## src/rtl/hazard_stall_ctrl.sv

```systemverilog
// Purpose: load-use and memory-wait stall control for the 5-stage RISC-V pipeline, with a stall-cycle counter.
// Latency: outputs are combinational from state and inputs; a load-use hazard inserts exactly LOAD_LAT bubbles.
// Backpressure: a pending data-memory access freezes PC through EX/MEM, takes priority over load-use and pauses its countdown.
module hazard_stall_ctrl #(
    parameter int XLEN      = 32,
    parameter int LOAD_LAT  = 1,
    parameter int STORE_FWD = 1,
    parameter int CNT_W     = 16
) (
    input  logic             clk,
    input  logic             rst_n,
    input  logic [XLEN-1:0]  id_inst,
    input  logic [XLEN-1:0]  ex_inst,
    input  logic             ex_valid,
    input  logic             ex_mem_read,
    input  logic             ex_branch_taken,
    input  logic             mem_req,
    input  logic             mem_ready,
    output logic             pc_hold,
    output logic             ifid_hold,
    output logic             idex_bubble,
    output logic             idex_hold,
    output logic             exmem_hold,
    output logic [1:0]       hazard_type,
    output logic [CNT_W-1:0] stall_cycles
);

    localparam logic [6:0] OP_LUI   = 7'b0110111;
    localparam logic [6:0] OP_AUIPC = 7'b0010111;
    localparam logic [6:0] OP_JAL   = 7'b1101111;
    localparam logic [6:0] OP_R     = 7'b0110011;
    localparam logic [6:0] OP_B     = 7'b1100011;
    localparam logic [6:0] OP_S     = 7'b0100011;

    // Bubbles still owed after the detection cycle, which is itself the first bubble.
    localparam logic [3:0] LAT_M1     = 4'(LOAD_LAT - 1);
    localparam bit         MULTI_LAT  = (LOAD_LAT > 1);
    localparam bit         STORE_RS2  = (STORE_FWD == 0);

    typedef enum logic [1:0] {
        S_IDLE     = 2'd0,
        S_LU_WAIT  = 2'd1,
        S_MEM_WAIT = 2'd2
    } state_t;

    state_t           state_q, state_d;
    logic [3:0]       cnt_q, cnt_d;
    logic [CNT_W-1:0] stall_cycles_q, stall_cycles_d;

    logic [6:0] id_opcode;
    logic [4:0] id_rs1, id_rs2, ex_rd;
    logic       rs1_used, rs2_used, lu_hit;
    logic       mem_wait, lu_stall, countdown;

    assign id_opcode = id_inst[6:0];
    assign id_rs1    = id_inst[19:15];
    assign id_rs2    = id_inst[24:20];
    assign ex_rd     = ex_inst[11:7];

    // Instruction bits that play no part in hazard detection.
    logic unused_inst_bits;
    assign unused_inst_bits = ^{id_inst[XLEN-1:25], id_inst[14:7], ex_inst[XLEN-1:12], ex_inst[6:0]};

    // Opcode-aware source usage and load-use match against the load's destination.
    always_comb begin
        rs1_used = !((id_opcode == OP_LUI) || (id_opcode == OP_AUIPC) || (id_opcode == OP_JAL));
        rs2_used = (id_opcode == OP_R) || (id_opcode == OP_B) ||
                   ((id_opcode == OP_S) && STORE_RS2);
        lu_hit   = ex_valid && ex_mem_read && (ex_rd != 5'd0) &&
                   ((rs1_used && (id_rs1 == ex_rd)) || (rs2_used && (id_rs2 == ex_rd)));
    end

    // Next-state logic: memory wait first, then an outstanding countdown, then fresh detection.
    always_comb begin
        state_d   = state_q;
        cnt_d     = cnt_q;
        lu_stall  = 1'b0;
        mem_wait  = mem_req && !mem_ready;
        // A memory wait that interrupted a countdown resumes it on the ready cycle, which is
        // itself a bubble so the dependent instruction cannot slip into EX.
        countdown = (state_q == S_LU_WAIT) || ((state_q == S_MEM_WAIT) && (cnt_q != 4'd0));
        if (mem_wait) begin
            state_d = S_MEM_WAIT;
        end else if (countdown) begin
            lu_stall = 1'b1;
            if (ex_branch_taken || (cnt_q == 4'd1)) begin
                state_d = S_IDLE;
                cnt_d   = 4'd0;
            end else begin
                state_d = S_LU_WAIT;
                cnt_d   = cnt_q - 4'd1;
            end
        end else begin
            state_d = S_IDLE;
            cnt_d   = 4'd0;
            // A taken branch flushes the dependent instruction, so no stall is needed.
            if (lu_hit && !ex_branch_taken) begin
                lu_stall = 1'b1;
                if (MULTI_LAT) begin
                    state_d = S_LU_WAIT;
                    cnt_d   = LAT_M1;
                end
            end
        end
    end

    // Stage enables and hazard class; forced quiet while reset is asserted.
    always_comb begin
        pc_hold     = rst_n && (mem_wait || lu_stall);
        ifid_hold   = rst_n && (mem_wait || lu_stall);
        idex_bubble = rst_n && !mem_wait && lu_stall;
        idex_hold   = rst_n && mem_wait;
        exmem_hold  = rst_n && mem_wait;
        hazard_type = 2'b00;
        if (rst_n) begin
            if (mem_wait) begin
                hazard_type = 2'b10;
            end else if (lu_stall) begin
                hazard_type = 2'b01;
            end
        end
    end

    // Saturating count of cycles with any hold or bubble.
    always_comb begin
        stall_cycles_d = stall_cycles_q;
        if ((mem_wait || lu_stall) && !(&stall_cycles_q)) begin
            stall_cycles_d = stall_cycles_q + CNT_W'(1);
        end
    end

    assign stall_cycles = stall_cycles_q;

    // State, countdown and counter registers.
    always_ff @(posedge clk or negedge rst_n) begin
        if (!rst_n) begin
            state_q        <= S_IDLE;
            cnt_q          <= 4'd0;
            stall_cycles_q <= '0;
        end else begin
            state_q        <= state_d;
            cnt_q          <= cnt_d;
            stall_cycles_q <= stall_cycles_d;
        end
    end

endmodule
```

## config.mk

```make
export PLATFORM = sky130hd
export DESIGN_NAME = hazard_stall_ctrl
export DESIGN_NICKNAME = d
export VERILOG_FILES = /design/src/rtl/hazard_stall_ctrl.sv
export SDC_FILE = /design/constraint.sdc
export NUM_CORES = 1
export LEC_CHECK = 0
export ABC_CLOCK_PERIOD_IN_PS = 2360
export BUFFER_PORTS_ARGS = -buffer_cell sky130_fd_sc_hd__clkbuf_2
export CORE_MARGIN = 2
export CORE_UTILIZATION = 40
export CTS_CLUSTER_SIZE = 24
export DETAILED_ROUTE_END_ITERATION = 16
export MAX_ROUTING_LAYER = met4
export PLACE_DENSITY = 0.79
export SYNTH_ARGS = -nofsm -noshare
export SYNTH_HDL_FRONTEND = slang
export SYNTH_SLANG_ARGS = --single-unit
```

## constraint.sdc

```tcl
create_clock -name clk -period 2.36 [get_ports clk]
set_input_delay 0.118 -clock clk [delete_from_list [all_inputs] [get_ports clk]]
set_output_delay 0.118 -clock clk [all_outputs]
set_load 0.01 [all_outputs]
```

==> impl_metrics.csv, run 1 <==
group,metric,value,unit
run_status,outcome,"finished clean",
die,die_y,61.0,um
setup_path,worst_setup_path_start_kind,"flop",
setup_path,rr_worst_depth,7,
logic_synthesis,synth_area,0.00130,mm2
clock_network,cts_resized,0,
setup_path,worstPathRequired,2560,ps
clock_network,clk-insertion-delay-late,300,ps
logic_synthesis,ys_seq_area_share,42.3,%
timing,tightest_slew,583,ps
cells_and_area,drive_above_1_share,29.6,%
detailed_routing,drt_iter0_drc,10,
setup_path,end_kind,"flop",
timing,setup_ws,354,ps
timing,tns,0,ps
cells_and_area,antennaDiodeCount,0,
placed_design,port_buffers,51,
clock_network,htreeDepth,1,
logic_synthesis,yosys_most_used_dff,"dfrtp_1",
power_and_ir_drop,p_leak,0.000810,uW
timing,setup_viol,0,
die,pin_count,94,
timing,clock_skew,8.03,ps
logic_synthesis,synth_edf_count,0,
cells_and_area,final_cell_count_no_fill,233,
die,fp.dieArea,0.00373,mm2
flow_run,maxCapViolCount,0,
clock_network,cts_buffer_depth,2,
logic_synthesis,synth_nets,212,
min_path,hold_depth,3,
logic_synthesis,syn_inst,137,
setup_path,critical_path_buf_inv_count,1,
die,coreArea,0.00308,mm2
placed_design,pre_cts_ws,371,ps
cells_and_area,final_cell_mix,"clkbuf_2 (51), dfrtp_1 (22), xor2_1 (13), xnor2_1 (13), nor2_1 (11)",
clock_network,cts_tree,"yes",
setup_path,path_max_fanout,15,
setup_path,worst-path-stages,7,
cells_and_area,fin_nets,265,
placed_design,dpl.cell_count,228,
detailed_routing,vias,1156,
setup_path,critical-path-top-delay-family,"compound AO/OA/AOI/OAI gates",
setup_path,crit_slowest_cell,"dfrtp_1",
power_and_ir_drop,p_total,963,uW
die,fp.dieW,61.0,um
logic_synthesis,ys_warn_count,0,
clock_network,path_clk_slew,110,ps
clock_network,cts_buffers,3,
clock_network,cts.sinks,22,
detailed_routing,dr.pass1.iters,4,
global_route,gr-total-overflow,0,
setup_path,worstPathArrival,2200,ps
placed_design,place_hpwl,2.11,mm
detailed_routing,wire_per_inst,11.6,um
die,start_util,42.3,%
logic_synthesis,synth.distinct_cells,29,
detailed_routing,postRouteAntennaNets,0,
logic_synthesis,avgSynthCellArea,9.50,um2
placed_design,place.gp.congestion,0.817,
timing,fin_crit,2010,ps
logic_synthesis,synth-seq-cells,22,
global_route,grt_pass1_wl,4.47,mm
setup_path,max_stage_delay,420,ps
die,rows,20,
cells_and_area,area_delta_synth_final,24.8,%
clock_network,root_buffer,"clkbuf_4",
detailed_routing,via_per_inst,4.96,
detailed_routing,drc,0,
clock_network,post-cts-setup-buffers,0,
timing,min_period_over_period,85.0,%
power_and_ir_drop,power_density,593,mW/mm2
setup_path,path_cells,"inv_1 -> ha_1 -> a211oi_1 -> a21oi_1 -> nand2_1 -> o21ai_4 -> mux2_1",
global_route,grt_max_degree,26,
cells_and_area,layout_commonest_cell,"clkbuf_2",
logic_synthesis,async_flop_share,100,%
detailed_routing,routed_wl,2.71,mm
global_route,grt_pass1_vias,1100,
timing,drv_slew,0,
timing,rsz0062_at_grt,"false",
min_path,hp-class,"input port to flop",
timing,hold_violations,0,
timing,max-slew-margin-rel,61.1,%
power_and_ir_drop,ir_drop,0.000461,V
timing,whs,203,ps
global_route,grt_usage,16.3,%
setup_path,criticalPathCategory,"flop to flop",
timing,fmax,498,MHz
global_route,antenna_found_initial,0,
==> path summary, 6_finish.rpt <==
| kind | from | end | slack [ps] |
|---|---|---|---|
| hold / removal | ex_branch_taken | cnt_q[0]$_DFFE_PN0N_ | 200 |
| min in group asynchronous | rst_n | stall_cycles[4]$_DFFE_PN0P_ | 330 |
| setup reg to reg | cnt_q[1]$_DFFE_PN0N_ | stall_cycles[1]$_DFFE_PN0P_ | 350 |
| max in group asynchronous | rst_n | cnt_q[2]$_DFFE_PN0N_ | 1650 |
| setup / recovery | cnt_q[1]$_DFFE_PN0N_ | stall_cycles[1]$_DFFE_PN0P_ | 350 |
| hold reg to reg | stall_cycles[15]$_DFFE_PN0P_ | stall_cycles[15]$_DFFE_PN0P_ | 510 |
==> power by group <==
group | switching (uW) | total, uW | internal (uW)
clock | 112 | 206 | 94.1
sequential | 73.3 | 504 | 431
combinational | 131 | 252 | 121
total | 316 | 963 | 646
==> routing by layer <==
metal	global-route usage [%]	up-vias	share of wire, %
li1	-	573	-
met1	19.0	537	45
met2	28.6	46	48
met3	2.31	0	7.8
met4	5.28	0	0
met5	-	-	0
==> cells in the mapped netlist (3+ instances only) <==
library cell / instances / area [um2]
dfrtp_1: 22 / 551
nand4_1: 5 / 31.3
o21ai_0: 4 / 20.0
nand2_1: 10 / 37.5
a21oi_1: 3 / 15.0
nor2_1: 11 / 41.3
xnor2_1: 13 / 114
inv_1: 9 / 33.8
nor3_1: 9 / 45.0
nor4_1: 4 / 25.0
ha_1: 4 / 50.1
nand3_1: 8 / 40.0
xor2_1: 13 / 114
buf_4: 3 / 22.5
==> registers in the layout, summed over array words and instances, names as in the netlist <==
signal        flops
stall_cycles     16
cnt_q             4
state_q           2
==> worst min-delay path: stages <==
cell and delay (ps):
clkbuf_2 100, a2111o_1 160, o21ai_0 90
==> cell families after synthesis <==
logic type	after synthesis	share of synthesized area, %
AOI/OAI and AO/OA	15	8.27
muxes	1	0.865
adders and majority gates	4	3.85
xor gates and xnor gates	26	17.5
and+or+nand+nor	56	22.0
DFF	22	42.3
buffers and inverters	13	5.19
==> through the flow <==
step                      utilization [%]  area, um2
after floorplan                         -       1300
after global placement               51.3       1580
after detailed placement             51.3       1580
after CTS                            52.8       1620
after global routing                 52.8       1620
final                                52.8       1620
==> area by class of cell <==
| class | count | area [um2] |
|---|---|---|
| Clock buffer | 4 | 36.3 |
| Fill cell | 309 | 1450 |
| Inverter | 9 | 33.8 |
| Multi-Input combinational cell | 102 | 683 |
| Sequential cell | 22 | 551 |
| Tap cell | 44 | 55.1 |
| Timing Repair Buffer | 52 | 265 |
==> repair_timing <==
item,4_1_cts,5_1_grt
hold buffers,1,0
endpoints found under the setup margin,0,0
endpoints found under the hold margin,22,0
Note: power is estimated with default switching activity, not from simulation.
==> inputs of run 2 (changes only) <==
ABC_AREA = 1   (was unset)
CORE_UTILIZATION = 44   (was 40)
PLACE_DENSITY = 0.81   (was 0.79)
==> run 2 against run 1 <==
- via count increased by 36%
- cell count up 42%
- final area rose by 19%
- first-iteration DRC count grew to 8.9 times the previous value
- largest cell class unchanged
==> impl_metrics.csv, run 2 <==
group,metric,value,unit
run_status,outcome,"finished clean",
logic_synthesis,ys_seq_area_share,34.3,%
timing,tns,0,ps
global_route,gr-total-overflow,0,
cells_and_area,layout_commonest_cell,"nand2_1",
clock_network,cts_buffer_depth,2,
clock_network,cts.sinks,22,
setup_path,worst_setup_path_start_kind,"flop",
timing,min_period_over_period,81.6,%
logic_synthesis,syn_inst,233,
die,fp.dieArea,0.00414,mm2
detailed_routing,wl_met3,119,um
logic_synthesis,synth_area,0.00160,mm2
logic_synthesis,avgSynthCellArea,6.88,um2
setup_path,path_cells,"inv_1 -> ha_1 -> nand3_1 -> nand3_1 -> o21a_1 -> nand3_1 -> nand2_2 -> nand2_1 -> nand2_1",
global_route,grt_usage,18.6,%
timing,max-slew-margin-rel,70.9,%
timing,hold_violations,0,
timing,setup_viol,0,
placed_design,dpl_cell_area,0.00188,mm2
flow_run,maxCapViolCount,0,
detailed_routing,vias,1577,
detailed_routing,postRouteAntennaNets,0,
timing,rsz0062_at_grt,"false",
setup_path,critical_path_buf_inv_count,1,
cells_and_area,final_cell_mix,"nand2_1 (69), clkbuf_2 (51), inv_1 (35)",
logic_synthesis,synth_edf_count,0,
logic_synthesis,yosys.area.top_type,"dfrtp_1",
detailed_routing,routed_wl,3.44,mm
setup_path,worstPathRequired,2610,ps
placed_design,port_buffers,51,
clock_network,cts_resized,0,
detailed_routing,drt_iter0_drc,89,
global_route,antenna_found_initial,0,
clock_network,htreeDepth,1,
logic_synthesis,ys_warn_count,0,
detailed_routing,via_per_inst,4.76,
clock_network,post-cts-setup-buffers,0,
placed_design,place.gp.congestion,0.869,
cells_and_area,drive_above_1_share,22.5,%
cells_and_area,fillers,340,
logic_synthesis,yosys-top-cells-area,"dfrtp_1 (34%), nand2_1 (16%), nand3_1 (9.7%)",
cells_and_area,antennaDiodeCount,0,
detailed_routing,wl_met2,1.66,mm
detailed_routing,drc,0,
timing,fmax,519,MHz
power_and_ir_drop,power_density,463,mW/mm2
global_route,grt_max_degree,23,
setup_path,end_kind,"flop",
clock_network,path_clk_slew,110,ps
timing,clock_skew,11.8,ps
global_route,grt_pass1_wl,6.04,mm
cells_and_area,fin_nets,361,
clock_network,clk-insertion-delay-late,310,ps
logic_synthesis,synth-seq-cells,22,
timing,drv_slew,0,
clock_network,ctsHoldBuffers,2,
timing,tightest_slew,436,ps
min_path,hp-class,"input port to flop",
power_and_ir_drop,ir_drop,0.000329,V
setup_path,path_max_fanout,12,
logic_synthesis,ys_top_cells_by_count,"nand2_1 (69), inv_1 (35), nand3_1 (31)",
detailed_routing,drt-met1-wl,1.60,mm
logic_synthesis,yosysTopAreaCellShare,34.3,%
detailed_routing,dr.pass1.iters,4,
die,rows,21,
die,coreArea,0.00342,mm2
setup_path,worstPathArrival,2180,ps
logic_synthesis,async_flop_share,100,%
logic_synthesis,yosysMostFrequentCell,"nand2_1",
setup_path,crit_top_cell,"nand3_1",
setup_path,crit_slowest_cell,"dfrtp_1",
logic_synthesis,yosys_most_used_dff,"dfrtp_1",
clock_network,root_buffer,"clkbuf_4",
setup_path,critical-path-top-delay-family,"simple AND/OR/NAND/NOR gates",
die,die_y,64.4,um
power_and_ir_drop,p_leak,0.00118,uW
global_route,grt_pass1_vias,1440,
clock_network,cts_tree,"yes",
setup_path,max_stage_delay,430,ps
die,pin_count,94,
clock_network,cts_buffers,3,
logic_synthesis,synth.distinct_cells,25,
timing,fin_crit,1930,ps
cells_and_area,design_area,0.00194,mm2
cells_and_area,largest_register_ffs,16,
setup_path,criticalPathCategory,"flop to flop",
logic_synthesis,synth_nets,308,
die,fp.dieW,64.4,um
detailed_routing,wire_per_inst,10.4,um
detailed_routing,highest_layer,"met4",
die,start_util,47.0,%
cells_and_area,area_delta_synth_final,20.9,%
placed_design,place_hpwl,2.75,mm
## run 2: per-stage QoR
| step | instances | utilization [%] | hold WS (ps) | setup WS (ps) | total power (uW) |
|---|---|---|---|---|---|
| finish | 331 | 56.8 | 33.4 | 435 | 897 |
| global route | 331 | 56.8 | 73.1 | 208 | 957 |
| CTS | 331 | 56.8 | 24.4 | 422 | 909 |
| detailed placement | 325 | 55.1 | 191 | 451 | 693 |
| global placement | 325 | 55.1 | 190 | 504 | 684 |
| floorplan | 233 | - | -178 | 736 | 594 |
## run 2: worst paths after layout
path,depth (start not counted),slack (ps),startpoint,endpoint
min in group asynchronous,3,360,rst_n,stall_cycles[12]$_DFFE_PN0P_
max in group asynchronous,3,1770,rst_n,cnt_q[2]$_DFFE_PN0N_
min,3,30,mem_req,state_q[1]$_DFF_PN0_
max,9,430,cnt_q[0]$_DFFE_PN0N_,stall_cycles[5]$_DFFE_PN0P_
min reg2reg,2,520,stall_cycles[15]$_DFFE_PN0P_,stall_cycles[15]$_DFFE_PN0P_
max reg2reg,9,430,cnt_q[0]$_DFFE_PN0N_,stall_cycles[5]$_DFFE_PN0P_
## run 2: cell families after synthesis
logic type      synth area share (%)
compound gates                  3.90
xor+xnor                        9.28
fa+ha+maj                       3.12
buf+inv                         12.2
flops                           34.3
simple gates                    37.2
## run 2: area by class of cell
cell class                 count  area (um2)  area share (%)
clock buffer                   4        36.3            1.87
inverter                      39         146            7.55
multi-input combinational    165         858            44.3
sequential                    22         551            28.4
tap                           46        57.6            2.97
timing repair buffer          55         290            15.0
## run 2: power by group
| part | switching (uW) | internal [uW] |
|---|---|---|
| combinational | 123 | 97.5 |
| sequential | 55.7 | 412 |
| clock | 115 | 94.3 |
| total | 294 | 603 |
## run 2: worst reg2reg max path, cell delays in order, from the launching register on
cell and delay (ps):
dfrtp_1 430, inv_1 100, ha_1 150, nand3_1 80
nand3_1 70, o21a_1 150, nand3_1 340, nand2_2 370
nand2_1 110, nand2_1 70
## run 2: per-layer routing
metal  track usage [%]  vias to the layer above
met5                 -                        -
met4              7.18                        0
met3              1.94                        6
met2              30.9                       30
met1              23.3                      716
li1                  -                      825
